`config.mk`:
```
export PLATFORM = sky130hd
export DESIGN_NAME = ram_sync_param
export DESIGN_NICKNAME = d
export VERILOG_FILES = /design/src/rtl/ram_pkg.sv /design/src/rtl/ram_clear_seq.sv /design/src/rtl/ram_sync_param.sv
export SDC_FILE = /design/constraint.sdc
export NUM_CORES = 1
export LEC_CHECK = 0
export BUFFER_PORTS_ARGS = -buffer_cell sky130_fd_sc_hd__buf_2
export CORE_ASPECT_RATIO = 1.25
export CORE_UTILIZATION = 60
export CTS_CLUSTER_DIAMETER = 40
export DETAILED_ROUTE_END_ITERATION = 16
export PLACE_DENSITY = 0.77
export SYNTH_ARGS = -nofsm -noshare
export SYNTH_HDL_FRONTEND = slang
export SYNTH_SLANG_ARGS = --single-unit
```
`constraint.sdc`:
```
create_clock -name clk -period 3.1 [get_ports clk]
set_input_delay 0.775 -clock clk [delete_from_list [all_inputs] [get_ports clk]]
set_output_delay 0.775 -clock clk [all_outputs]
set_load 0.02 [all_outputs]
```
`src/rtl/ram_pkg.sv`:
```
// Shared definitions for the parametrised synchronous RAM and its clear sequencer.
package ram_pkg;

  typedef enum logic {
    RAM_IDLE  = 1'b0,
    RAM_CLEAR = 1'b1
  } ram_state_e;

  localparam int unsigned READ_FIRST  = 0;
  localparam int unsigned WRITE_FIRST = 1;

  function automatic int unsigned lane_count(input int unsigned width);
    return width / 8;
  endfunction

endpackage

```
`src/rtl/ram_clear_seq.sv`:
```
// Post-reset clear sequencer: walks every address once, issuing an all-zero write per cycle.
module ram_clear_seq
  import ram_pkg::*;
#(
  parameter int unsigned ADDR_WIDTH     = 5,
  parameter int unsigned CLEAR_ON_RESET = 1
) (
  input  logic                  clk,
  input  logic                  reset,
  output logic                  busy,
  output logic                  clr_we,
  output logic [ADDR_WIDTH-1:0] clr_addr
);

  localparam int unsigned CntWidth = ADDR_WIDTH + 1;
  localparam logic [CntWidth-1:0] LastAddr = {1'b0, {ADDR_WIDTH{1'b1}}};

  ram_state_e          state_q, state_d;
  logic [CntWidth-1:0] cnt_q, cnt_d;

  always_ff @(posedge clk or posedge reset) begin
    if (reset) begin
      if (CLEAR_ON_RESET != 0) state_q <= RAM_CLEAR;
      else                     state_q <= RAM_IDLE;
      cnt_q <= '0;
    end else begin
      state_q <= state_d;
      cnt_q   <= cnt_d;
    end
  end

  always_comb begin
    state_d = state_q;
    cnt_d   = cnt_q;
    clr_we  = 1'b0;
    unique case (state_q)
      RAM_IDLE: ;
      RAM_CLEAR: begin
        clr_we = 1'b1;
        cnt_d  = cnt_q + 1'b1;
        // The last word is written on this same cycle; busy drops on the next.
        if (cnt_q == LastAddr) state_d = RAM_IDLE;
      end
    endcase
  end

  assign busy     = (state_q == RAM_CLEAR);
  assign clr_addr = cnt_q[ADDR_WIDTH-1:0];

endmodule

```
`src/rtl/ram_sync_param.sv`:
```
// Parametrised single-port synchronous RAM with byte enables, registered valid-flagged
// reads, selectable read-during-write behaviour and an optional post-reset clear.
module ram_sync_param
  import ram_pkg::*;
#(
  parameter int unsigned DATA_WIDTH     = 32,
  parameter int unsigned ADDR_WIDTH     = 5,
  parameter int unsigned READ_MODE      = READ_FIRST,
  parameter int unsigned CLEAR_ON_RESET = 1
) (
  input  logic                    clk,
  input  logic                    reset,
  input  logic                    writeOn,
  input  logic                    readOn,
  input  logic [ADDR_WIDTH-1:0]   address,
  input  logic [DATA_WIDTH/8-1:0] byteEn,
  input  logic [DATA_WIDTH-1:0]   data_in,
  output logic [DATA_WIDTH-1:0]   data_out,
  output logic                    dataValid,
  output logic                    busy
);

  localparam int unsigned Lanes = lane_count(DATA_WIDTH);
  localparam int unsigned Depth = 1 << ADDR_WIDTH;

  logic [DATA_WIDTH-1:0] mem [Depth];

  logic                  clr_we;
  logic [ADDR_WIDTH-1:0] clr_addr;
  logic                  port_we, port_re;
  logic [DATA_WIDTH-1:0] old_word, merged_word, rd_word;

  ram_clear_seq #(
    .ADDR_WIDTH     (ADDR_WIDTH),
    .CLEAR_ON_RESET (CLEAR_ON_RESET)
  ) u_clear_seq (
    .clk      (clk),
    .reset    (reset),
    .busy     (busy),
    .clr_we   (clr_we),
    .clr_addr (clr_addr)
  );

  assign port_we  = writeOn & ~busy;
  assign port_re  = readOn & ~busy;
  assign old_word = mem[address];

  always_comb begin
    merged_word = old_word;
    for (int unsigned k = 0; k < Lanes; k++) begin
      if (byteEn[k]) merged_word[8*k +: 8] = data_in[8*k +: 8];
    end
  end

  // Write-first forwards the merged word; read-first returns the array word before the edge.
  assign rd_word = (READ_MODE == WRITE_FIRST && port_we) ? merged_word : old_word;

  // The array has no reset; clearing is done by the sequencer through the write port.
  always_ff @(posedge clk) begin
    if (clr_we) begin
      mem[clr_addr] <= '0;
    end else if (port_we) begin
      for (int unsigned k = 0; k < Lanes; k++) begin
        if (byteEn[k]) mem[address][8*k +: 8] <= data_in[8*k +: 8];
      end
    end
  end

  always_ff @(posedge clk or posedge reset) begin
    if (reset) begin
      data_out  <= '0;
      dataValid <= 1'b0;
    end else begin
      dataValid <= port_re;
      if (port_re) data_out <= rd_word;
    end
  end

endmodule

```
==> metrics.md, run 1 <==
| Metric | Value |
|---|---|
| YS warnings | 0 |
| Peak VDD IR | 0.499 mV |
| Hold Path Class | primary input to async pin |
| Leak | 18.2 nW |
| Worst path bufs/invs | 5 |
| Crit Path Class | primary input to flip-flop |
| Cell mode on critical path | buf_4 |
| Worst Max-Slew Pin Slew | 1.12 ns |
| Yosys cell types | 42 |
| Sw Share | a little over a fifth |
| Worst slack at placement | -0.390 ns |
| Initial core utilization | 60.9% |
| Final RePlAce weighted congestion | 0.849 |
| Final setup vio count | 0 |
| Pin count of the biggest net entering global routing | 66 |
| Number of max-cap violations | 0 |
| Vias per cell | 6.37 |
| CP max stage delay | 0.55 ns |
| GR Util All Layers | 28.7% |
| Cells on worst reg2reg path | 7 |
| Highest Clock Rate | between 0.3 and 0.4 GHz |
| Post-synthesis adder-cell area fraction | 0.0295% |
| H-Tree Depth | 3 |
| Hold slack | 0.261 ns |
| Routed WL per cell | 27.5 µm |
| Flop pwr share | 51.6% |
| RSZ-0062 raised after global routing | no |
| # hold bufs at CTS | 0 |
| Full die area | just over 0.07 mm² |
| Insertion delay to the later sink of the worst-skew pair | 0.67 ns |
| Clock Pin Slew Worst Setup and Hold Paths | 0.06 ns |
| Top_reg_cell synth | edfxtp_1 |
| Fin crit period | 2.86 ns |
| Worst Path Max Fanout | 15 |
| Number of synthesized flops with an enable pin | 1,024 |
| Int Pwr | 0.0241 W |
| Final Hold Violating Endpoints | 0 |
| Largest family of logic cells by synthesized area | multiplexers |
| Syn Area/Cell | 17.7 µm² |
| Area contributors post-synth | edfxtp_1 72%, mux2i_1 12%, dfrtp_1 2.3% |
| Placement Rows | approximately 110 |
| Layout area overhead | 15.7% |
| # resized after CTS | 0 |
| Post-synth top area cell | edfxtp_1 |
| Net Sw Power | slightly below 0.007 W |
| Slowest cell on crit path | nor3b_4 |
| Register bit total from synthesis | 1,064 |
| Final wirelength | 101 mm |
| Die X-Extent | approximately 240 µm |
| Non-Filler Cell Area, Final | 0.0491 mm² |
| Setup Buffers After CTS | 0 |
| Final WS setup | 0.240 ns |
| IO Count | 79 |
| Outcome | complete, no violations |
| Post-Syn Nets | 2,442 |
| Post-DRT Antenna Nets | 0 |
| Sequential fraction of the synthesis area | 74.8% |
| Number of global-route vias before repair | 24,072 |
| Data required time of the worst path | 3.51 ns |
| Clock buffer count from CTS | 109 |
| CTS root buffer | clkbuf_16 |
| Fraction of registers with async set/reset | 3.76% |
| Critical-path cell list | buf_2 > nor4_1 > buf_4 > nor3b_4 > buf_4 > nor3_1 > a31oi_1 > buf_4 > nor2_1 > buf_4 |
| Post-Synthesis Cell Area | 0.0425 mm² |
| Post-Synth Simple-Gate Area | 2.60% |
| Post-Synthesis Cells | ~2,400 |
| Synth Area in Compound Gates | 8.17% |
| Critical Path Sink Type | flip-flop |
| Mux contribution to synthesized area | 12.1% |
| PortBufs | 78 |
| Fin. max-slew vios | 0 |
| Net count, final | 2,696 |
| Maximum buffer depth of the clock tree | 3 |
| Initial antenna violation count | 1 |
| Synth top area share | ~72% |
| Cell Area, Placed | 0.0455 mm² |
| Critical Path Stages | 10 |
| P per Cell Area | 629 mW/mm² |
| First-pass GRT wire length | 151 mm |
| Core ar. | about 0.07 mm² |
| Crit path arrival time | approximately 3.3 ns |
| Layout Skew | 0.0322 ns |
| Critical path's top delay family | buffers and inverters |
| Drt pass-1 iters | 6 |
| DRC viols | 0 |
| Overflow after GRT | 0 |
| DPL Wire Length | about 63 mm |
| XOR/XNOR Fraction of Synth Area | 0.103% |
| Startpoint class of the critical path | primary input |
| DR vias | roughly 23,000 |
| Clock Power Share | 42.0% |
| 1st-iter DRT viols | 2,844 |
| Combinational power share | 6.4% |
| Fin crit share | 92.3% |
| Clock sinks | about 1,100 |
| Max-slew headroom | 25.2% |
| Die Y | 299 µm |
| TritonCTS clock tree | yes |
| Share of layout cells above drive strength 1 | around 20% |
==> path summary, 6_finish.rpt <==
path	slack, ns	from	endpoint
max	0.24	byteEn[3]	mem[22][5]
min	0.26	reset	data_out[6]
max reg2reg	0.39	u_clear_seq.busy	mem[22][5]
min reg2reg	0.48	data_out[7]	data_out[7]
max in group asynchronous	2.03	reset	data_out[22]
min in group clk	0.48	data_out[7]	data_out[7]
==> power groups by stage <==
stage | Clock [W] | Combinational [W] | Sequential [W]
global route | 0.0137 | 0.00205 | 0.0159
finish | 0.0130 | 0.00196 | 0.0159
global placement | 0 | 0.00190 | 0.0162
CTS | 0.0131 | 0.00196 | 0.0159
detailed placement | 0 | 0.00194 | 0.0162
floorplan | 0 | 0.00109 | 0.0163
==> worst register-to-register path, stage by stage (launching register included) <==
cell and delay (ns):
dfstp_2 0.39, nor3b_4 0.58, buf_4 0.33, nor3_1 0.08, a31oi_1 0.52, buf_4 0.32
nor2_1 0.07, buf_4 0.18
==> synthesized netlist by cell type (all sizes together), types with 2 or more instances <==
| library cell | count |
|---|---|
| a22o | 64 |
| a221oi | 64 |
| o41ai | 32 |
| and2 | 33 |
| o22ai | 32 |
| nand2b | 7 |
| clkbuf | 61 |
| xnor2 | 2 |
| nor3 | 9 |
| mux2 | 2 |
| mux2i | 513 |
| inv | 2 |
| buf | 96 |
| a22oi | 128 |
| a41oi | 6 |
| a31oi | 9 |
| a21oi | 65 |
| dfrtp | 39 |
| a21o | 4 |
| edfxtp | 1024 |
| nor2 | 134 |
| nand2 | 46 |
| nor4 | 7 |
| xor2 | 3 |
| nor2b | 6 |
==> layout make-up <==
type	count	area, µm²
Sequential cell	1064	31800
Fill cell	4270	20600
Multi-Input combinational cell	1173	9820
Clock buffer	136	2930
Timing Repair Buffer	300	2790
Tap cell	935	1170
Clock inverter	65	663
Inverter	2	7.51
Antenna cell	1	2.50
==> registers in the layout, indices dropped and copies added, names as in the netlist <==
register           cells
u_clear_seq.cnt_q      6
data_out              32
mem                 1024
dataValid              1
u_clear_seq.busy       1
==> per-stage QoR <==
stage                     TNS (ns)  instances  power [W]  util, %
final                            0       3676     0.0309     70.5
after global placement     -161.72       3474     0.0181     65.3
after floorplan                  0       2396     0.0174        -
after CTS                        0       3675     0.0310     70.5
after global routing             0       3676     0.0317     70.5
after detailed placement   -163.79       3474     0.0182     65.3
==> cells in the final DEF (no fill, tap or decap), types with 46 or more instances in the layout <==
cell type and n:
a22o_1 64, buf_12 58, buf_4 164, nand2_1 46
clkbuf_16 112, buf_2 77, mux2i_1 513, nor2_1 133
a21oi_1 65, edfxtp_1 1024, a22oi_1 128
==> per-layer routing <==
| layer | GRT usage, % | wire length (µm) | vias up |
|---|---|---|---|
| met5 | 0 | 0 | - |
| met4 | 13.4 | 4320 | 0 |
| met3 | 3.72 | 8280 | 218 |
| met2 | 46.8 | 50100 | 1232 |
| met1 | 38.6 | 38200 | 11797 |
| li1 | - | - | 10155 |
==> cell families (layout without fill, tap and decap cells) <==
kind of cell / after synthesis / after routing
compound gates: 405 / 405
xor+xnor: 5 / 5
fa+ha+maj: 1 / 1
buf+inv: 159 / 503
flops: 1064 / 1064
mux: 515 / 515
other cells: 0 / 1
simple gates: 247 / 247
Note: power is estimated with default switching activity, not from simulation.
==> run 2, diff against run 1 <==
--- a/config.mk
+++ b/config.mk
@@ -10,7 +10,7 @@
 export CORE_UTILIZATION = 60
 export CTS_CLUSTER_DIAMETER = 40
 export DETAILED_ROUTE_END_ITERATION = 16
-export PLACE_DENSITY = 0.77
+export PLACE_DENSITY = 0.78
 export SYNTH_ARGS = -nofsm -noshare
 export SYNTH_HDL_FRONTEND = slang
 export SYNTH_SLANG_ARGS = --single-unit
==> constraint.sdc (replaced) <==
create_clock -name clk -period 2.8 [get_ports clk]
set_input_delay 0.7 -clock clk [delete_from_list [all_inputs] [get_ports clk]]
set_output_delay 0.7 -clock clk [all_outputs]
set_load 0.02 [all_outputs]
==> metrics.md, run 2 (synthesized netlist as in run 1, its figures left out) <==
| Metric | Value |
|---|---|
| Crit path arrival time | 3.06 ns (-0.21 ns) |
| Non-Filler Cell Area, Final | 0.0493 mm² (+0.24%) |
| Maximum buffer depth of the clock tree | 3 (unchanged) |
| Commonest non-fill, non-tap cells in the layout | 1,024 x edfxtp_1, 513 x mux2i_1, 213 x buf_4 |
| Final setup vio count | 0 (unchanged) |
| Share of layout cells above drive strength 1 | 20.7% (+0.74 points) |
| Pin count of the biggest net entering global routing | 62 (-6.1%) |
| H-Tree Depth | 3 (unchanged) |
| RSZ-0062 raised after global routing | no |
| Number of global-route vias before repair | 24,181 (+0.45%) |
| Die Y | 299 µm (unchanged) |
| Core ar. | 0.0697 mm² (unchanged) |
| Largest register by flop count | mem |
| Critical Path Sink Type | flip-flop |
| Worst Max-Slew Pin Slew | 1.42 ns (+0.296 ns) |
| PortBufs | 78 (unchanged) |
| Fin crit period | 2.77 ns |
| Final RePlAce weighted congestion | 0.942 (+11%) |
| First-pass GRT wire length | 152 mm (+0.71%) |
| # resized after CTS | 0 (unchanged) |
| Layout Skew | 0.0257 ns (-0.00643 ns) |
| DPL Wire Length | 65.1 mm (+3.3%) |
| Fin crit share | 99.0% |
| Final wirelength | 102 mm (+0.81%) |
| Insertion delay to the later sink of the worst-skew pair | 0.68 ns (about the same) |
| IO Count | 79 (unchanged) |
| Biggest regs | mem x1024, data_out x32, u_clear_seq.cnt_q x6 |
| Final WS setup | 0.0284 ns (-0.212 ns) |
| Setup Buffers After CTS | 0 (unchanged) |
| Placement Rows | 108 (unchanged) |
| P per Cell Area | 682 mW/mm² (+8.5%) |
| Post-layout util | 70.6% (+0.17 points) |
| Full die area | 0.0719 mm² (unchanged) |
| Routed WL per cell | 27.4 µm (-0.11%) |
| Commonest non-fill, non-tap cell in the layout | edfxtp_1 |
| Initial core utilization | 60.9% (unchanged) |
| Number of max-cap violations | 0 (unchanged) |
| Worst Path Max Fanout | 10 (-5) |
| Sequential Area | 0.0318 mm² (unchanged) |
| Clock buffer count from CTS | 103 (-5.5%) |
| Peak VDD IR | 0.539 mV (+8.0%) |
| Setup TNS | 0 ns (unchanged) |
| Drt pass-1 iters | 6 (unchanged) |
| Hold Path Class | primary input to async pin |
| Max FFs per register | 1,024 (unchanged) |
| Worst setup path startpoint | u_clear_seq.cnt_q[0] |
| Initial antenna violation count | 5 (+4) |
| DR vias | 23,433 (+0.13%) |
| Highest Clock Rate | 0.361 GHz |
| 1st-iter DRT viols | 2,398 (-16%) |
| CTS root buffer | clkbuf_16 |
| Fillcell total | 4,252 (-0.42%) |
| Leak | 18.3 nW (+0.81%) |
| Net count, final | 2,737 (+1.5%) |
| Cells on worst reg2reg path | 4 (-3) |
| Overflow after GRT | 0 (unchanged) |
| DRC viols | 0 (unchanged) |
| Layout area overhead | 16.0% |
| Reg-to-reg endpoint | mem[26][3] |
| GR Util All Layers | 29.0% (+0.30 points) |
| Startpoint class of the critical path | flip-flop |
| Fin. max-slew vios | 0 (unchanged) |
| Clock Pin Slew Worst Setup and Hold Paths | 0.06 ns (about the same) |
| Final Hold Violating Endpoints | 0 (unchanged) |
| # hold bufs at CTS | 0 (unchanged) |
| Clock sinks | 1,064 (unchanged) |
| Vias per cell | 6.32 (-0.79%) |
| Outcome | complete, no violations |
| Cell Area, Placed | 0.0459 mm² (+0.72%) |
| Area of the multi-input gates | 0.00982 mm² (unchanged) |
| Die X-Extent | 240 µm (unchanged) |
| R2R Setup Slk | 0.03 ns (-0.36 ns) |
| TritonCTS clock tree | yes |
| Worst slack at placement | -0.554 ns (-0.165 ns) |
| R2r startpoint | u_clear_seq.cnt_q[0] |
| Post-DRT Antenna Nets | 0 (unchanged) |
| Crit Path Class | flip-flop to flip-flop |
| Max-slew headroom | 5.02% (-20 points) |
| Data required time of the worst path | 3.08 ns (-0.43 ns) |
## run 2: cell types whose count changed in the layout (fill, tap and decap cells not counted)
cell	before	now
buf_4	164	213
clkinv_1	8	16
clkbuf_16	112	106
clkinv_4	9	5
clkinvlp_4	9	5
inv_8	4	0
clkinv_8	1	4
buf_12	58	56
clkbuf_1	20	18
clkbuf_8	4	2
clkinv_2	17	15
inv_6	8	6
bufinv_16	9	10
diode_2	1	2
## run 2: cell type report
| cell class | instances | share of cell area (%) |
|---|---|---|
| repair buffers | 347 | 6.34 |
| multi-input cells | 1173 | 19.9 |
| inverters | 2 | 0.0152 |
| clock inverters | 61 | 1.29 |
| clock buffers | 126 | 5.58 |
| diodes | 2 | 0.0102 |
| well taps | 935 | 2.38 |
| flip-flops and latches | 1064 | 64.5 |
## run 2: critical path: stages (launching register included)
cell and delay (ns):
dfrtp_1 0.56, nand2b_1 0.25, nor3_1 0.06, a31oi_1 1.02
nor2_1 0.48
## run 2: how the worst max path moves through the flow
stage	end	cells after the start	slack, ns
2_1_floorplan	mem[11][0]	7	0.16
3_3_place_gp	mem[31][29]	9	-0.46
3_5_place_dp	mem[5][2]	9	-0.55
4_1_cts	mem[26][17]	7	0.13
5_1_grt	mem[26][17]	7	0.03
6_report	mem[26][3]	4	0.03
## run 2: metrics by stage
step	std cells	hold slack (ns)	power, W
floorplan	2396	0.443	0.0192
global placement	3521	0.461	0.0201
detailed placement	3521	0.472	0.0202
CTS	3708	0.0583	0.0337
global route	3708	0.0933	0.0344
finish	3710	0.0659	0.0336
## run 2: layer usage
layer  up-vias  wire length, µm  global-route usage [%]
met5         -               23                       0
met4         4             3680                    11.7
li1      10216                -                       -
met1     11873            38900                    38.8
met3       211             8350                    4.05
met2      1129            50900                    48.0
## run 2: power breakdown
part | internal [W] | switching, W | leakage [nW] | total (W)
clock network | 0.00793 | 0.00582 | 1.64 | 0.0137
logic | 0.000818 | 0.00138 | 6.31 | 0.00220
registers | 0.0176 | 0.0000753 | 10.4 | 0.0177
total | 0.0263 | 0.00727 | 18.3 | 0.0336
==> run 3, diff against run 2 <==
==> constraint.sdc (replaced) <==
create_clock -name clk -period 3 [get_ports clk]
set_input_delay 0.75 -clock clk [delete_from_list [all_inputs] [get_ports clk]]
set_output_delay 0.75 -clock clk [all_outputs]
set_load 0.02 [all_outputs]
==> metrics.md, run 3 (synthesized netlist as in run 1, its figures left out) <==
| Metric | Value |
|---|---|
| Clock Pin Slew Worst Setup and Hold Paths | 0.06 ns (about the same) |
| Final setup vio count | 0 (unchanged) |
| Layout area overhead | 15.5% |
| Outcome | complete, no violations |
| Reg-to-reg endpoint | mem[5][3] |
| Die X-Extent | 240 µm (unchanged) |
| Clock buffer count from CTS | 106 (+2.9%) |
| Data required time of the worst path | 3.29 ns (+0.21 ns) |
| Commonest non-fill, non-tap cells in the layout | 1,024 x edfxtp_1, 513 x mux2i_1, 162 x buf_4 |
| Overflow after GRT | 0 (unchanged) |
| Initial core utilization | 60.9% (unchanged) |
| Fillcell total | 4,234 (-0.42%) |
| Critical Path Sink | mem[20][27] |
| DR vias | 23,554 (+0.52%) |
| RSZ-0062 raised after global routing | no |
| Biggest regs | mem x1024, data_out x32, u_clear_seq.cnt_q x6 |
| PortBufs | 78 (unchanged) |
| Vias per cell | 6.42 (+1.6%) |
| DPL Wire Length | 63.8 mm (-2.0%) |
| Crit Path Class | primary input to flip-flop |
| Worst Max-Slew Pin Slew | 1.11 ns (-0.304 ns) |
| Final Hold Violating Endpoints | 0 (unchanged) |
| Final WS setup | 0.101 ns (+0.0727 ns) |
| Clock sinks | 1,064 (unchanged) |
| Final RePlAce weighted congestion | 0.904 (-4.0%) |
| Number of max-cap violations | 0 (unchanged) |
| Hold Path Class | primary input to async pin |
| Peak VDD IR | 0.455 mV (-16%) |
| Maximum buffer depth of the clock tree | 3 (unchanged) |
| Fin crit share | 96.6% |
| R2r startpoint | u_clear_seq.busy |
| Net count, final | 2,689 (-1.8%) |
| Worst slack at placement | -0.646 ns (-0.0916 ns) |
| Total power | 0.0319 W (-5.2%) |
| Layout Skew | 0.0239 ns (-0.00186 ns) |
| IO Count | 79 (unchanged) |
| Initial antenna violation count | 4 (-1) |
| Max-slew headroom | 24.8% (+20 points) |
| Share of layout cells above drive strength 1 | 19.8% (-0.93 points) |
| Leak | 18.1 nW (-1.0%) |
| Largest register by flop count | mem |
| Highest Clock Rate | approximately 0.34 GHz |
| Critical Path Sink Type | flip-flop |
| DRC viols | 0 (unchanged) |
| Number of global-route vias before repair | 24,065 (-0.48%) |
| Crit path arrival time | 3.19 ns (+0.13 ns) |
| Placement Rows | 108 (unchanged) |
| First-pass GRT wire length | 152 mm (+0.19%) |
| Final wirelength | 102 mm (+0.39%) |
| Post-layout util | 70.4% (-0.29 points) |
| Routed WL per cell | 27.9 µm (+1.5%) |
| CTS root buffer | clkbuf_16 |
| R2R Setup Slk | 0.28 ns (+0.25 ns) |
| Insertion delay to the later sink of the worst-skew pair | 0.68 ns (about the same) |
| Max FFs per register | 1,024 (unchanged) |
| Full die area | 0.0719 mm² (unchanged) |
| 1st-iter DRT viols | 2,735 (+14%) |
| Startpoint class of the critical path | primary input |
| H-Tree Depth | 3 (unchanged) |
| GR Util All Layers | 29.1% (+0.13 points) |
| Fin crit period | 2.90 ns |
| Fin. max-slew vios | 0 (unchanged) |
| Cells on worst reg2reg path | 8 (+4) |
| Drt pass-1 iters | 6 (unchanged) |
| Pin count of the biggest net entering global routing | 69 (+11%) |
| Die Y | 299 µm (unchanged) |
| Setup Buffers After CTS | 0 (unchanged) |
| Worst Path Max Fanout | 16 (+6) |
| Core ar. | 0.0697 mm² (unchanged) |
| TritonCTS clock tree | yes |
| Worst setup path startpoint | byteEn[1] |
| Commonest non-fill, non-tap cell in the layout | edfxtp_1 |
| P per Cell Area | 650 mW/mm² (-4.8%) |
| Post-DRT Antenna Nets | 0 (unchanged) |
run 3: worst min-delay path by stage:
stage	start	end	slack (ns)	cells past startpoint
2_1_floorplan	u_clear_seq.cnt_q[5]	u_clear_seq.cnt_q[5]	0.44	1
3_3_place_gp	u_clear_seq.cnt_q[5]	u_clear_seq.cnt_q[5]	0.46	1
3_5_place_dp	data_out[15]	data_out[15]	0.46	2
4_1_cts	reset	data_out[12]	0.01	2
5_1_grt	reset	data_out[8]	0.04	2
6_report	reset	data_out[9]	0.03	2
run 3: area by class of cell:
cell class | count | area (µm²) | area share (%)
diodes | 2 | 5.00 | 0.0102
multi-input cells | 1173 | 9820 | 20.0
clock inverters | 67 | 723 | 1.47
flip-flops and latches | 1064 | 31800 | 64.7
well taps | 935 | 1170 | 2.38
repair buffers | 296 | 2740 | 5.58
clock buffers | 130 | 2840 | 5.78
inverters | 2 | 7.51 | 0.0153
run 3: timing repair:
action	4_1_cts	5_1_grt
gates resized for setup	0	1
setup endpoints to repair	0	8
hold buffers	0	0
run 3: metal layers:
layer  wire length, µm  GRT usage, %  up-vias
met3              8670          4.75      241
met5                26             0        -
li1                  -             -    10133
met2             50700          47.7     1355
met4              4760          13.7        4
met1             38000          38.2    11821
run 3: worst max-delay path: stages:
cell and delay [ns]:
buf_2 0.13, nor4_1 0.59, nor3b_4 0.16, buf_4 0.19, mux2_2 0.30, buf_4 0.13, nand2_1 0.08, buf_12 0.17
nor2_1 0.66
run 3: power breakdown:
| group | internal [W] | total (W) | switching [W] |
|---|---|---|---|
| Combinational | 0.000733 | 0.00202 | 0.00129 |
| Clock | 0.00775 | 0.0134 | 0.00562 |
| Sequential | 0.0164 | 0.0165 | 0.0000693 |
| Total | 0.0249 | 0.0319 | 0.00698 |
run 3: through the flow:
stage | hold slack [ns] | area (µm²) | instances | TNS [ns]
after detailed placement | 0.460 | 45500 | 3470 | -307.23
final | 0.0263 | 49100 | 3669 | 0
after global routing | 0.0367 | 49100 | 3668 | 0
after global placement | 0.461 | 45500 | 3470 | -322.62
after floorplan | 0.443 | 42500 | 2396 | 0
after CTS | 0.0111 | 49000 | 3667 | 0
